[src/rtl/adc_packetizer.sv]
// adc_packetizer: reads ADC bytes from a first-word-fall-through FIFO and
// frames them into packets for an Ethernet transmitter:
//   6-byte header (MAGIC, seq_num, PAYLOAD_LEN, each MSB first),
//   PAYLOAD_LEN payload bytes, then an enforced inter-packet gap.
// Optional feature macro: ADC_PKT_CHECKSUM_EN adds a TRAILER byte holding the
// XOR of all header and payload bytes; that byte then carries tx_last.
// Handshake: a byte moves when tx_valid & tx_rdy are both high on a rising
// clk edge; while tx_valid is high and tx_rdy low, tx_data and tx_last hold.
// dbg_state exposes the FSM state encoding for checkers.
module adc_packetizer #(
  parameter int unsigned PAYLOAD_LEN = 1024,
  parameter int unsigned IFG_CYCLES  = 16,
  parameter logic [15:0] MAGIC       = 16'hADC0
) (
  input  logic        clk,
  input  logic        rstn,
  input  logic        enable,
  input  logic [7:0]  fifo_dout,
  input  logic        fifo_empty,
  input  logic        fifo_full,
  output logic        fifo_rd_en,
  output logic [7:0]  tx_data,
  output logic        tx_valid,
  input  logic        tx_rdy,
  output logic        tx_last,
  output logic        pkt_active,
  output logic [15:0] seq_num,
  output logic        underrun,
  output logic [2:0]  dbg_state
);

`ifdef ADC_PKT_CHECKSUM_EN
  typedef enum logic [2:0] {
    S_IDLE    = 3'd0,
    S_HEADER  = 3'd1,
    S_PAYLOAD = 3'd2,
    S_TRAILER = 3'd3,
    S_GAP     = 3'd4
  } state_t;
`else
  typedef enum logic [2:0] {
    S_IDLE    = 3'd0,
    S_HEADER  = 3'd1,
    S_PAYLOAD = 3'd2,
    S_GAP     = 3'd4
  } state_t;
`endif

  localparam logic [15:0] LEN16    = 16'(PAYLOAD_LEN);
  localparam logic [15:0] LAST_IDX = 16'(PAYLOAD_LEN - 1);
  localparam logic [7:0]  GAP_LAST = 8'(IFG_CYCLES - 1);

  state_t      state_q, state_d;
  logic [2:0]  hdr_idx_q, hdr_idx_d;
  logic [15:0] pay_cnt_q, pay_cnt_d;
  logic [7:0]  gap_cnt_q, gap_cnt_d;
  logic [15:0] seq_q, seq_d;
  logic        underrun_q, underrun_d;
`ifdef ADC_PKT_CHECKSUM_EN
  logic [7:0]  csum_q, csum_d;
`endif

  assign seq_num   = seq_q;
  assign underrun  = underrun_q;
  assign dbg_state = state_q;

  // Next-state, counters and all handshake outputs; outputs are decoded from
  // the registered state so a reset forces them low immediately.
  always_comb begin
    state_d    = state_q;
    hdr_idx_d  = hdr_idx_q;
    pay_cnt_d  = pay_cnt_q;
    gap_cnt_d  = gap_cnt_q;
    seq_d      = seq_q;
    underrun_d = underrun_q;
`ifdef ADC_PKT_CHECKSUM_EN
    csum_d     = csum_q;
`endif
    tx_data    = 8'h00;
    tx_valid   = 1'b0;
    tx_last    = 1'b0;
    fifo_rd_en = 1'b0;
    pkt_active = 1'b0;

    case (state_q)
      S_IDLE: begin
        if (enable && fifo_full) begin
          state_d   = S_HEADER;
          hdr_idx_d = 3'd0;
          pay_cnt_d = 16'd0;
`ifdef ADC_PKT_CHECKSUM_EN
          csum_d    = 8'h00;
`endif
        end
      end

      S_HEADER: begin
        pkt_active = 1'b1;
        tx_valid   = 1'b1;
        case (hdr_idx_q)
          3'd0:    tx_data = MAGIC[15:8];
          3'd1:    tx_data = MAGIC[7:0];
          3'd2:    tx_data = seq_q[15:8];
          3'd3:    tx_data = seq_q[7:0];
          3'd4:    tx_data = LEN16[15:8];
          default: tx_data = LEN16[7:0];
        endcase
        if (tx_rdy) begin
`ifdef ADC_PKT_CHECKSUM_EN
          csum_d = csum_q ^ tx_data;
`endif
          if (hdr_idx_q == 3'd5) begin
            state_d   = S_PAYLOAD;
            hdr_idx_d = 3'd0;
          end else begin
            hdr_idx_d = hdr_idx_q + 3'd1;
          end
        end
      end

      S_PAYLOAD: begin
        pkt_active = 1'b1;
        tx_data    = fifo_dout;
        if (fifo_empty) begin
          // Starved: hold state and counter, flag it for software.
          underrun_d = 1'b1;
        end else begin
          tx_valid   = 1'b1;
          fifo_rd_en = tx_rdy;
`ifndef ADC_PKT_CHECKSUM_EN
          tx_last    = (pay_cnt_q == LAST_IDX);
`endif
          if (tx_rdy) begin
`ifdef ADC_PKT_CHECKSUM_EN
            csum_d = csum_q ^ fifo_dout;
`endif
            if (pay_cnt_q == LAST_IDX) begin
              pay_cnt_d = 16'd0;
`ifdef ADC_PKT_CHECKSUM_EN
              state_d   = S_TRAILER;
`else
              state_d   = S_GAP;
              gap_cnt_d = 8'd0;
              seq_d     = seq_q + 16'd1;
`endif
            end else begin
              pay_cnt_d = pay_cnt_q + 16'd1;
            end
          end
        end
      end

`ifdef ADC_PKT_CHECKSUM_EN
      S_TRAILER: begin
        pkt_active = 1'b1;
        tx_valid   = 1'b1;
        tx_data    = csum_q;
        tx_last    = 1'b1;
        if (tx_rdy) begin
          state_d   = S_GAP;
          gap_cnt_d = 8'd0;
          seq_d     = seq_q + 16'd1;
        end
      end
`endif

      S_GAP: begin
        if (gap_cnt_q == GAP_LAST) begin
          state_d   = S_IDLE;
          gap_cnt_d = 8'd0;
        end else begin
          gap_cnt_d = gap_cnt_q + 8'd1;
        end
      end

      default: state_d = S_IDLE;
    endcase
  end

  // State and counter registers with asynchronous active-low reset.
  always_ff @(posedge clk or negedge rstn) begin
    if (!rstn) begin
      state_q    <= S_IDLE;
      hdr_idx_q  <= 3'd0;
      pay_cnt_q  <= 16'd0;
      gap_cnt_q  <= 8'd0;
      seq_q      <= 16'd0;
      underrun_q <= 1'b0;
`ifdef ADC_PKT_CHECKSUM_EN
      csum_q     <= 8'h00;
`endif
    end else begin
      state_q    <= state_d;
      hdr_idx_q  <= hdr_idx_d;
      pay_cnt_q  <= pay_cnt_d;
      gap_cnt_q  <= gap_cnt_d;
      seq_q      <= seq_d;
      underrun_q <= underrun_d;
`ifdef ADC_PKT_CHECKSUM_EN
      csum_q     <= csum_d;
`endif
    end
  end

endmodule
[config.mk]
export PLATFORM = sky130hd
export DESIGN_NAME = adc_packetizer
export DESIGN_NICKNAME = d
export VERILOG_FILES = /design/src/rtl/adc_packetizer.sv
export SDC_FILE = /design/constraint.sdc
export NUM_CORES = 1
export LEC_CHECK = 0
export BUFFER_PORTS_ARGS = -buffer_cell sky130_fd_sc_hd__buf_2
export CAP_MARGIN = 20
export CORE_MARGIN = 2
export CORE_UTILIZATION = 40
export CTS_CLUSTER_DIAMETER = 150
export DETAILED_ROUTE_END_ITERATION = 10
export SLEW_MARGIN = 20
export SYNTH_ARGS = -nofsm -noshare
export SYNTH_HDL_FRONTEND = slang
export SYNTH_SLANG_ARGS = --single-unit
[constraint.sdc]
create_clock -name clk -period 4.5 [get_ports clk]
set_input_delay 0.675 -clock clk [delete_from_list [all_inputs] [get_ports clk]]
set_output_delay 0.675 -clock clk [all_outputs]
set_load 0.05 [all_outputs]
# [After elaboration in Yosys (flattened, before gate mapping)]
# Cells that the tools add are included.
# W data, S select, Z words.
[totals] regBits=47 input_bits=14
[classes] add_sub_neg=4 eq_ne=17 n_mux=31 n_bitwise=1 reduce_logical=13
[ops] cell="$mux W16" count=4
[ops] cell="$pmux W8 S5" count=1
[ops] cell="$add A16 B1 Y16 const B" count=2
[ops] cell="$mux W8" count=4
[ops] cell="$pmux W16 S2" count=1
[ops] cell="$pmux W8 S2" count=2
[ops] cell="$mux W3" count=10
[ops] cell="$eq A16 B10 Y1 const B" count=1
[ops] cell="$ne A2 B2 Y1 const B" count=7
[ops] cell="$pmux W3 S4" count=1
[ops] cell="$reduce_and A4 Y1" count=3
[ops] cell="$eq A3 B2 Y1 const B" count=3
[ops] cell="$eq A3 B3 Y1 const B" count=3
[ops] cell="$add A8 B1 Y8 const B" count=1
[ops] cell="$eq A8 B4 Y1 const B" count=1
[ops] cell="$reduce_and A7 Y1" count=1
[ops] cell="$eq A3 B1 Y1 const B" count=2
[ops] cell="$logic_not A3 Y1" count=2
[ops] cell="$mux W1" count=6
[ops] cell="$pmux W3 S2" count=1
[ops] cell="$reduce_bool A2 Y1" count=3
[ops] cell="$add A3 B1 Y3 const B" count=1
[ops] cell="$reduce_and A3 Y1" count=1
[ops] cell="$pmux W1 S2" count=1
[ops] cell="4 further kinds" count=4

# [Logic depth before layout (Yosys ltp)]
# Gate-level depths: netlist (run 1).
[logic_depth] ltp_word=5 mapped_depth=8 mapped_depth_nobuf=6

# [Worst setup path before layout (run 1)]
# Ideal clock, no wire load.
[synth_path] kind="reg-to-output" start="register pay_cnt_q[10]" end="output tx_last" t_arrival_ns=2.629 required_time_ns=3.825 setup_slack_ns=1.196 stages_incl_launch_ff=5 path_buffers=1 cell_sequence="dfrtp_1 buf_6 or4_4 or4_4 nor3_1"
[synth_via] elab_chain_len=3
[synth_rtl] item="start: declaration" line_no="55" text="logic [15:0] pay_cnt_q, pay_cnt_d;"
[synth_rtl] item="start signal: assignment" line_no="195" text="pay_cnt_q <= pay_cnt_d;"
[synth_rtl] item="$eq A16 B10 Y1" line_no="131" text="tx_last = (pay_cnt_q == LAST_IDX);"
[synth_rtl] item="$mux W1" line_no="124" text="if (fifo_empty) begin"
[synth_rtl] item="$mux W1" line_no="85" text="case (state_q)"
[synth_rtl] item="end: declaration" line_no="25" text="output logic tx_last,"
# Every way passes these cells.

# [Worst setup path after layout (run 1)]
# Ends and elaborated chain as after synthesis.

==> qor.txt, run 1 <==
outcome: completed
Reg-to-Reg End: pay_cnt_q[15]
clk root buf: clkbuf_8
CP Data Required Time: 3830 ps
worst setup margin: 1500 ps
Final nets: 366
worst slew pin tran: 814 ps
post-synthesis net count: 323
Unique masters post-synth: 48
CP max stage cell: or4_4
Worst-Skew Late Latency: 300 ps
synthesized cell area: 0.00270 mm^2
post-DR vias/cell: 5.47
Gate power share: 40.3%
Setup WS pre-CTS: 1820 ps
DRT Wirelength: 6450 um
Period Utilization, post-route: 66.8%
crit end category: output pin
initial antenna violation count: 0
drc violations: 0
via count: 2330
PwrDens: 409 mW/mm^2
Pleak: 1.42 nW
average wire per standard cell: 15.1 um
endpoints failing hold: 0
crit path cell chain: or4_4 > or4_4 > nor3_1 > buf_2
storage element area: 0.00118 mm^2
Seq cells post-synth: 47
First-pass DRT Iterations: 4
# hold bufs at CTS: 0
Die ar.: 0.00743 mm^2
Finished Core Util: 47.4%
Longest Clk Path Bufs: 2
most frequent cells in the layout: dfrtp_1, buf_2, nand2_1, o21ai_0, nor2_1
Cell Int Power: 0.000693 W
vias in the first global route: 2140
Synth Flop Type: dfrtp_1
Worst Setup SP: pay_cnt_q[10]
wire length of the first global-routing pass: 10800 um
Site Rows: 29
starting density of the core: 41.8%
met3 Use GR: 3.33%
depth of the CTS H-tree: 2
Setup crit end: tx_last
Core Area: 0.00646 mm^2
ys async rst share: 100%
skew final: 8.72 ps
Clock Power Share: 19.7%
area grow syn2layout: 13.2%
Slew Viols, Final: 0
top post-synthesis cells by area: dfrtp_1, o21ai_0, nand2_1, nor2_1, xor2_1
clock sinks: 47
chip width: 86.2 um
yosys warns: 0
Worst Setup Start Kind: flip-flop
CP max FO: 9
post-synthesis sequential area ratio: 43.5%
post-layout min period: 3000 ps
fillers: 648
worst reg2reg path depth: 6
Initial DRC Count: 105
DRT antenna net count: 0
R2R Path Start: dbg_state[1]
GR met1 Demand/Resource: 26.0%
Critical Setup Path Class: reg -> out
CP arrival: 2330 ps
RSZ-0062 raised after global routing: false
n_diodes: 0
RePlAce Congestion: 0.785
most frequent CP cell: or4_4
die height: 86.2 um
Net Sw Power: 0.000560 W
setup TNS: 0 ps
EDFF count, synth: 0
TritonCTS clock tree: built
post_cts resized: 0
hpwl dp: 4710 um
postcts setup bufs: 0
final setup fails: 0
pin count of the biggest net entering global routing: 48
Multi-input gate area: 0.00144 mm^2
total CTS buffers: 5
port bufs: 45
met2 Track Usage GR: 28.9%
synthesized area per cell: 8.86 um^2
Synth area leader: dfrtp_1
Sw Ratio: 44.7%
Global Route Usage Sum: 18.2%
Mapped Cells: 305
commonest non-fill, non-tap cell in the layout: dfrtp_1
Clk pin slew, worst setup/hold paths: 90 ps
Max VDD drop: 0.136 mV
FMAX: 333 MHz
post-synth top area share: 43.5%
Worst Hold Class: in -> async
Overflow after GRT: 0
Reg2Reg Setup Slack: 2060 ps
layer with the highest usage: met2
Ports: 46
ratio of cells with drive above 1 in the final layout: 19.5%
relative slew slack: 45.3%
CP peak stage delay: 580 ps
# Max-Cap Violations: 0
Seq pwr share: 39.9%
[state kept, by name, indices dropped and copies added, names as in the netlist]
signal	flops
pay_cnt_q	16
hdr_idx_q	3
gap_cnt_q	8
underrun	1
dbg_state	3
seq_num	16
[kinds of logic after synthesis]
kind of cell / synth area share (%)
flip-flops: 43.5
AND/OR/NAND/NOR: 29.7
multiplexers: 0.741
AO/OA/AOI/OAI: 15.5
adder cells (fa/ha/maj): 1.85
buffers and inverters: 3.15
XOR/XNOR: 5.47
[per-layer routing]
metal  vias to the layer above  part of all wire [%]
li1                       1171                     -
met1                      1093                    49
met2                        61                    46
met3                         5                   4.2
met4                         0                  0.92
met5                         -                     0
[layout make-up]
type                       count  share of cell area [%]
sequential                    47                    38.4
timing repair buffer          46                    7.69
multi-input combinational    240                    47.1
tap                           77                    3.15
clock buffer                   7                    2.49
inverter                       8                   0.982
clock inverter                 1                   0.164
[critical path: cells and delay by family, from the launching register on]
family,cells,cell delay (ps)
buffers and inverters,1,290
flip-flops,1,470
AND/OR/NAND/NOR,3,1270
[cells in the mapped netlist (3+ instances only)]
| cell type | n |
|---|---|
| xor2_1 | 9 |
| a31oi_1 | 6 |
| and2_1 | 7 |
| and3_1 | 6 |
| ha_1 | 4 |
| a21oi_1 | 15 |
| nor2b_1 | 3 |
| clkbuf_1 | 5 |
| nor3_1 | 6 |
| a21o_1 | 3 |
| o31ai_1 | 5 |
| nor2_1 | 26 |
| nand3_1 | 15 |
| o21ai_0 | 32 |
| nand2_1 | 42 |
| dfrtp_1 | 47 |
| nand2b_1 | 7 |
| a22oi_1 | 5 |
| inv_1 | 7 |
| or3_1 | 4 |
| xnor2_1 | 6 |
| nand4_1 | 8 |
[power by group through the flow]
stage                     Combinational, W  Clock (W)  Sequential [W]
after detailed placement          0.000509          0        0.000508
after CTS                         0.000510   0.000257        0.000499
after global placement            0.000511          0        0.000509
after global routing              0.000552   0.000276        0.000510
final                             0.000505   0.000247        0.000500
after floorplan                   0.000380          0        0.000513
[worst min path at each step]
stage,to,slack [ps],cells past startpoint,startpoint
finish,underrun,380,1,rstn
global route,hdr_idx_q[0],430,1,rstn
CTS,underrun,460,1,underrun
detailed placement,underrun,440,1,underrun
global placement,underrun,440,1,underrun
floorplan,dbg_state[0],380,0,rstn
[per-stage QoR]
step / std cells / power [W] / hold WS [ps] / area (um^2)
2_1_floorplan: 305 / 0.000892 / 379 / 2700
3_3_place_gp: 418 / 0.00102 / 436 / 2980
3_5_place_dp: 418 / 0.00102 / 443 / 2980
4_1_cts: 426 / 0.00127 / 462 / 3060
5_1_grt: 426 / 0.00134 / 435 / 3060
6_report: 426 / 0.00125 / 383 / 3060
Note: power is estimated with default switching activity, not from simulation.
==> run 2: changes to the inputs <==
--- a/config.mk
+++ b/config.mk
@@ -5,6 +5,7 @@
 export SDC_FILE = /design/constraint.sdc
 export NUM_CORES = 1
 export LEC_CHECK = 0
+export ABC_AREA = 1
 export BUFFER_PORTS_ARGS = -buffer_cell sky130_fd_sc_hd__buf_2
 export CAP_MARGIN = 20
 export CORE_MARGIN = 2
==> constraint.sdc (replaced) <==
create_clock -name clk -period 2.9 [get_ports clk]
set_input_delay 0.435 -clock clk [delete_from_list [all_inputs] [get_ports clk]]
set_output_delay 0.435 -clock clk [all_outputs]
set_load 0.05 [all_outputs]
==> run 2 against run 1 <==
Sequential power rose by 66%. Die area rose by 13%. Count of clock-buffer cells in the layout fell by 1. Final cell count rose by 41%. First-iteration DRC count rose by 54%.
==> qor.txt, run 2 <==
synthesized cell area: 0.00306 mm^2 (+13%)
Unique masters post-synth: 29 (-40%)
Reg2Reg Setup Slack: 910 ps (-1150 ps)
DRT Wirelength: 7600 um (+18%)
starting density of the core: 41.8% (-0.060 points)
Synth Flop Type: dfrtp_1
outcome: completed
Period Utilization, post-route: 85.9%
Worst Setup Start Kind: flip-flop
CP peak stage delay: 580 ps (about the same)
post-synthesis sequential area ratio: 38.4% (-5.1 points)
Critical Setup Path Class: reg -> out
drc violations: 0 (unchanged)
Worst Hold Class: in -> async
Synth area leader: dfrtp_1
Final nets: 519 (+42%)
area grow syn2layout: 14.7%
RSZ-0062 raised after global routing: false
commonest non-fill, non-tap cell in the layout: nand2_1
post_cts resized: 0 (unchanged)
FMAX: 402 MHz
ratio of cells with drive above 1 in the final layout: 13.9% (-5.5 points)
worst path buffer plus inverter count: 2 (+1)
wire length of the first global-routing pass: 13300 um (+24%)
post-synth top area share: 38.4% (-5.1 points)
total power: 0.00245 W (+96%)
most frequent cells in the layout: nand2_1, inv_1, nor2_1, dfrtp_1, buf_2
Longest Clk Path Bufs: 2 (unchanged)
Setup WS pre-CTS: 780 ps (-1040 ps)
average wire per standard cell: 12.6 um (-16%)
Worst Setup SP: hdr_idx_q[0]
initial antenna violation count: 0 (unchanged)
Mapped Cells: 451 (+48%)
port bufs: 45 (unchanged)
Die ar.: 0.00837 mm^2 (+13%)
Overflow after GRT: 0 (unchanged)
crit path cell chain: nor3_1 > inv_1 > o21ai_0 > o21ai_0 > nand2_1 > buf_2
Reg-to-Reg End: pay_cnt_q[10]
Slew Viols, Final: 0 (unchanged)
PwrDens: 699 mW/mm^2 (+71%)
CP arrival: 2050 ps (-280 ps)
# Max-Cap Violations: 0 (unchanged)
synthesized area per cell: 6.79 um^2 (-23%)
most common cell in the netlist: nand2_1
post-synthesis net count: 469 (+45%)
Core Area: 0.00733 mm^2 (+14%)
TritonCTS clock tree: built
pin count of the biggest net entering global routing: 32 (-33%)
crit end category: output pin
post-DR vias/cell: 5.02 (-8.2%)
Worst-Skew Late Latency: 300 ps (about the same)
Clk pin slew, worst setup/hold paths: 90 ps (about the same)
Seq cells post-synth: 47 (unchanged)
post-layout min period: 2490 ps
clk root buf: clkbuf_8
final setup fails: 0 (unchanged)
via count: 3016 (+29%)
DRT antenna net count: 0 (unchanged)
EDFF count, synth: 0 (unchanged)
worst slew pin tran: 733 ps (-81.2 ps)
top post-synthesis cells by area: dfrtp_1, nand2_1, inv_1, nor2_1, o21ai_0
worst setup margin: 410 ps (-1080 ps)
most frequent CP cell: o21ai_0
Setup crit end: tx_data[2]
total CTS buffers: 5 (unchanged)
yosys warns: 0 (unchanged)
Finished Core Util: 47.9% (+0.53 points)
worst reg2reg path depth: 6 (unchanged)
relative slew slack: 51.2% (+5.9 points)
Worst path depth: 6 (+2)
CP Data Required Time: 2470 ps (-1360 ps)
Ports: 46 (unchanged)
endpoints failing hold: 0 (unchanged)
depth of the CTS H-tree: 2 (unchanged)
skew final: 7.91 ps (-0.815 ps)
Max VDD drop: 0.496 mV (+270%)
ys async rst share: 100% (unchanged)
First-pass DRT Iterations: 4 (unchanged)
Pleak: 1.79 nW (+26%)
chip width: 91.5 um (+6.2%)
postcts setup bufs: 0 (unchanged)
Site Rows: 31 (+6.9%)
n_diodes: 0 (unchanged)
CP max FO: 7 (-2)
# hold bufs at CTS: 0 (unchanged)
setup TNS: 0 ps (unchanged)
Global Route Usage Sum: 19.3% (+1.1 points)
R2R Path Start: dbg_state[0]
CP max stage cell: nor3_1
vias in the first global route: 2842 (+33%)
die height: 91.5 um (+6.2%)
Initial DRC Count: 162 (+54%)
top cells by count, synth: nand2_1, inv_1, dfrtp_1, nor2_1, o21ai_0
clock sinks: 47 (unchanged)
crit-path leading delay family: simple AND/OR/NAND/NOR gates
RePlAce Congestion: 0.904 (+15%)
hpwl dp: 5930 um (+26%)
## run 2: changes by cell type after synthesis, moves of 5 or more
cell | previous run | this run
nand2b_1 | 7 | 0
a31oi_1 | 6 | 0
a21oi_1 | 15 | 7
and3_1 | 6 | 0
nor2_1 | 26 | 47
and2_1 | 7 | 0
nand4_1 | 8 | 20
nand3_1 | 15 | 31
o31ai_1 | 5 | 0
nand2_1 | 42 | 160
inv_1 | 7 | 56
## run 2: logic make-up after synthesis
group           after synthesis  synth area share (%)
flops                        47                  38.4
buf+inv                      63                  8.54
fa+ha+maj                     4                  1.63
compound gates               48                  8.34
xor+xnor                     12                  3.43
simple gates                277                  39.6
## run 2: worst reg2reg max path: cells and delay by family (launching register included)
family / cells / cell delay (ps)
flip-flops: 1 / 480
AND/OR/NAND/NOR: 6 / 1400
## run 2: how the worst min path moves through the flow
| stage | startpoint | end | slack [ps] | cells past startpoint |
|---|---|---|---|---|
| final | rstn | seq_num[9] | 170 | 1 |
| after global routing | rstn | seq_num[9] | 240 | 1 |
| after CTS | rstn | seq_num[13] | 200 | 1 |
| after detailed placement | underrun | underrun | 470 | 1 |
| after global placement | underrun | underrun | 460 | 1 |
| after floorplan | rstn | dbg_state[0] | 140 | 0 |
## run 2: routing by layer
metal  up-vias  share of wire, %  GRT usage [%]
li1       1538                 -              -
met1      1403                50           27.7
met2        62                44           29.8
met3        13               4.4           3.73
met4         0               1.8           5.05
met5         -                 0              0
## run 2: area by class of cell
type	instances	area, um^2
Multi-Input combinational cell	341	1620
Clock buffer	6	82.6
Inverter	57	214
Fill cell	747	3820
Clock inverter	2	35.0
Sequential cell	47	1180
Tap cell	99	124
Timing Repair Buffer	49	255
## run 2: through the flow
stage	cell area, um^2	instances	hold slack (ps)
after floorplan	3060	451	139
after global placement	3390	593	464
after detailed placement	3390	593	470
after CTS	3510	601	204
after global routing	3510	601	242
final	3510	601	173
## run 2: power breakdown
| group | switching (W) | internal (W) | total [W] |
|---|---|---|---|
| Clock | 0.000226 | 0.000279 | 0.000506 |
| Combinational | 0.000847 | 0.000270 | 0.00112 |
| Sequential | 0.000101 | 0.000731 | 0.000832 |
| Total | 0.00117 | 0.00128 | 0.00245 |
==> run 3: changes to the inputs <==
==> constraint.sdc (replaced) <==
create_clock -name clk -period 2.9 [get_ports clk]
set_input_delay 0.725 -clock clk [delete_from_list [all_inputs] [get_ports clk]]
set_output_delay 0.725 -clock clk [all_outputs]
set_load 0.05 [all_outputs]
==> run 3 against run 2 <==
Maximum frequency decreased by 4.0%. Power down 2.9%. Die area is the same. Critical endpoint is now tx_data[0]. Highest routed layer unchanged.
==> qor.txt, run 3 (synthesis results as in run 2) <==
final non-filler cell total: 602 (+0.17%)
Setup WS pre-CTS: 613 ps (-167 ps)
ratio of cells with drive above 1 in the final layout: 14.1% (+0.17 points)
post-layout min period: 2590 ps (+105 ps)
CP max FO: 7 (unchanged)
wire length of the first global-routing pass: 13100 um (-1.5%)
depth of the CTS H-tree: 2 (unchanged)
total CTS buffers: 5 (unchanged)
chip width: 91.5 um (unchanged)
port bufs: 45 (unchanged)
post_cts resized: 0 (unchanged)
FMAX: 385 MHz (-4.0%)
die height: 91.5 um (unchanged)
average wire per standard cell: 12.4 um (-1.9%)
worst slew pin tran: 607 ps (-126 ps)
starting density of the core: 41.8% (unchanged)
Overflow after GRT: 0 (unchanged)
relative slew slack: 59.6% (+8.4 points)
clk root buf: clkbuf_8
worst setup margin: 305 ps (-105 ps)
Site Rows: 31 (unchanged)
final setup fails: 0 (unchanged)
clock sinks: 47 (unchanged)
Ports: 46 (unchanged)
Max VDD drop: 0.541 mV (+9.1%)
hpwl dp: 5790 um (-2.3%)
Worst Setup SP: hdr_idx_q[0]
postcts setup bufs: 0 (unchanged)
Worst-Skew Late Latency: 310 ps (about the same)
Seq pwr share: 34.9% (+1.0 points)
Gate power share: 47.0% (+1.5 points)
Slew Viols, Final: 0 (unchanged)
DRT Wirelength: 7470 um (-1.7%)
# Max-Cap Violations: 0 (unchanged)
TritonCTS clock tree: built
RePlAce Congestion: 0.863 (-4.5%)
post-DR vias/cell: 4.96 (-1.2%)
crit end category: output pin
Global Route Usage Sum: 19.1% (-0.24 points)
Finished Core Util: 47.7% (-0.15 points)
final instance area: 0.00350 mm^2 (-0.32%)
Worst Hold Class: reg -> reg
via count: 2984 (-1.1%)
Net Sw Power: 0.00118 W (+0.16%)
Reg2Reg Setup Slack: 1070 ps (+160 ps)
Clock Power Share: 18.0% (-2.6 points)
Clk pin slew, worst setup/hold paths: 90 ps (about the same)
n_diodes: 0 (unchanged)
Final nets: 520 (+0.19%)
Reg-to-Reg End: pay_cnt_q[2]
DRT antenna net count: 0 (unchanged)
Setup crit end: tx_data[0]
Longest Clk Path Bufs: 2 (unchanged)
Worst Setup Start Kind: flip-flop
Period Utilization, post-route: 89.5% (+3.6 points)
fillers: 772 (+3.3%)
pin count of the biggest net entering global routing: 48 (+50%)
skew final: 11.8 ps (+3.92 ps)
Cell Int Power: 0.00121 W (-5.8%)
Sw Ratio: 49.4% (+1.5 points)
vias in the first global route: 2792 (-1.8%)
outcome: completed
Pleak: 1.78 nW (-0.44%)
initial antenna violation count: 0 (unchanged)
R2R Path Start: dbg_state[0]
dpl cells: 594 (+0.17%)
RSZ-0062 raised after global routing: false
most frequent cells in the layout: nand2_1, inv_1, nor2_1, dfrtp_1, buf_2
# hold bufs at CTS: 0 (unchanged)
endpoints failing hold: 0 (unchanged)
First-pass DRT Iterations: 4 (unchanged)
PwrDens: 681 mW/mm^2 (-2.6%)
Core Area: 0.00733 mm^2 (unchanged)
Critical Setup Path Class: reg -> out
DP Area: 0.00340 mm^2 (+0.22%)
commonest non-fill, non-tap cell in the layout: nand2_1
worst reg2reg path depth: 7 (+1)
Die ar.: 0.00837 mm^2 (unchanged)
hold slack: 488 ps (+315 ps)
Initial DRC Count: 135 (-17%)
area grow syn2layout: 14.3%
CP arrival: 1870 ps (-180 ps)
CP Data Required Time: 2170 ps (-300 ps)
drc violations: 0 (unchanged)
## run 3: cell count changes in the layout (fill, tap and decap cells not counted)
cell and delta:
buf_4 +1, bufinv_16 -1, clkinv_2 -1, clkinv_4 +1, clkinvlp_4 +1
## run 3: through the flow
stage | TNS, ps | power (W)
after global placement | 0 | 0.00196
after global routing | 0 | 0.00255
after floorplan | -987 | 0.00169
after detailed placement | 0 | 0.00197
final | 0 | 0.00238
after CTS | 0 | 0.00241
## run 3: layout make-up
cell class                      instances  area [um^2]  area share (%)
Clock inverter                          2         16.3           0.465
Multi-Input combinational cell        341         1620            46.4
Inverter                               57          214            6.11
Tap cell                               99          124            3.54
Sequential cell                        47         1180            33.6
Timing Repair Buffer                   50          263            7.51
Clock buffer                            6         82.6            2.36
## run 3: worst min-delay path by stage
| stage | startpoint | end | slack (ps) | cells past startpoint |
|---|---|---|---|---|
| after floorplan | rstn | dbg_state[0] | 430 | 0 |
| after global placement | underrun | underrun | 480 | 1 |
| after detailed placement | underrun | underrun | 470 | 1 |
| after CTS | underrun | underrun | 490 | 1 |
| after global routing | underrun | underrun | 520 | 1 |
| final | underrun | underrun | 490 | 1 |
## run 3: per-layer routing
metal	up-vias	wire length (um)	share of wire, %	GRT usage [%]
met5	-	0	0	0
li1	1544	-	-	-
met2	58	3350	45	29.5
met1	1371	3700	49	27.5
met3	11	325	4.4	3.32
met4	0	97	1.3	5.18
## run 3: critical path: stages, from the launching register on
cell and delay (ps):
dfrtp_1 440, nand2_1 70, inv_1 70, ha_1 230, inv_1 120, o21ai_0 170
a21oi_1 50, o21ai_0 130, buf_2 280
## run 3: power by group through the flow
stage / registers (W) / logic (W) / clock network [W]
after floorplan: 0.000924 / 0.000767 / 0
after global placement: 0.000842 / 0.00112 / 0
after detailed placement: 0.000843 / 0.00113 / 0
after CTS: 0.000832 / 0.00113 / 0.000445
after global routing: 0.000848 / 0.00123 / 0.000472
final: 0.000833 / 0.00112 / 0.000429
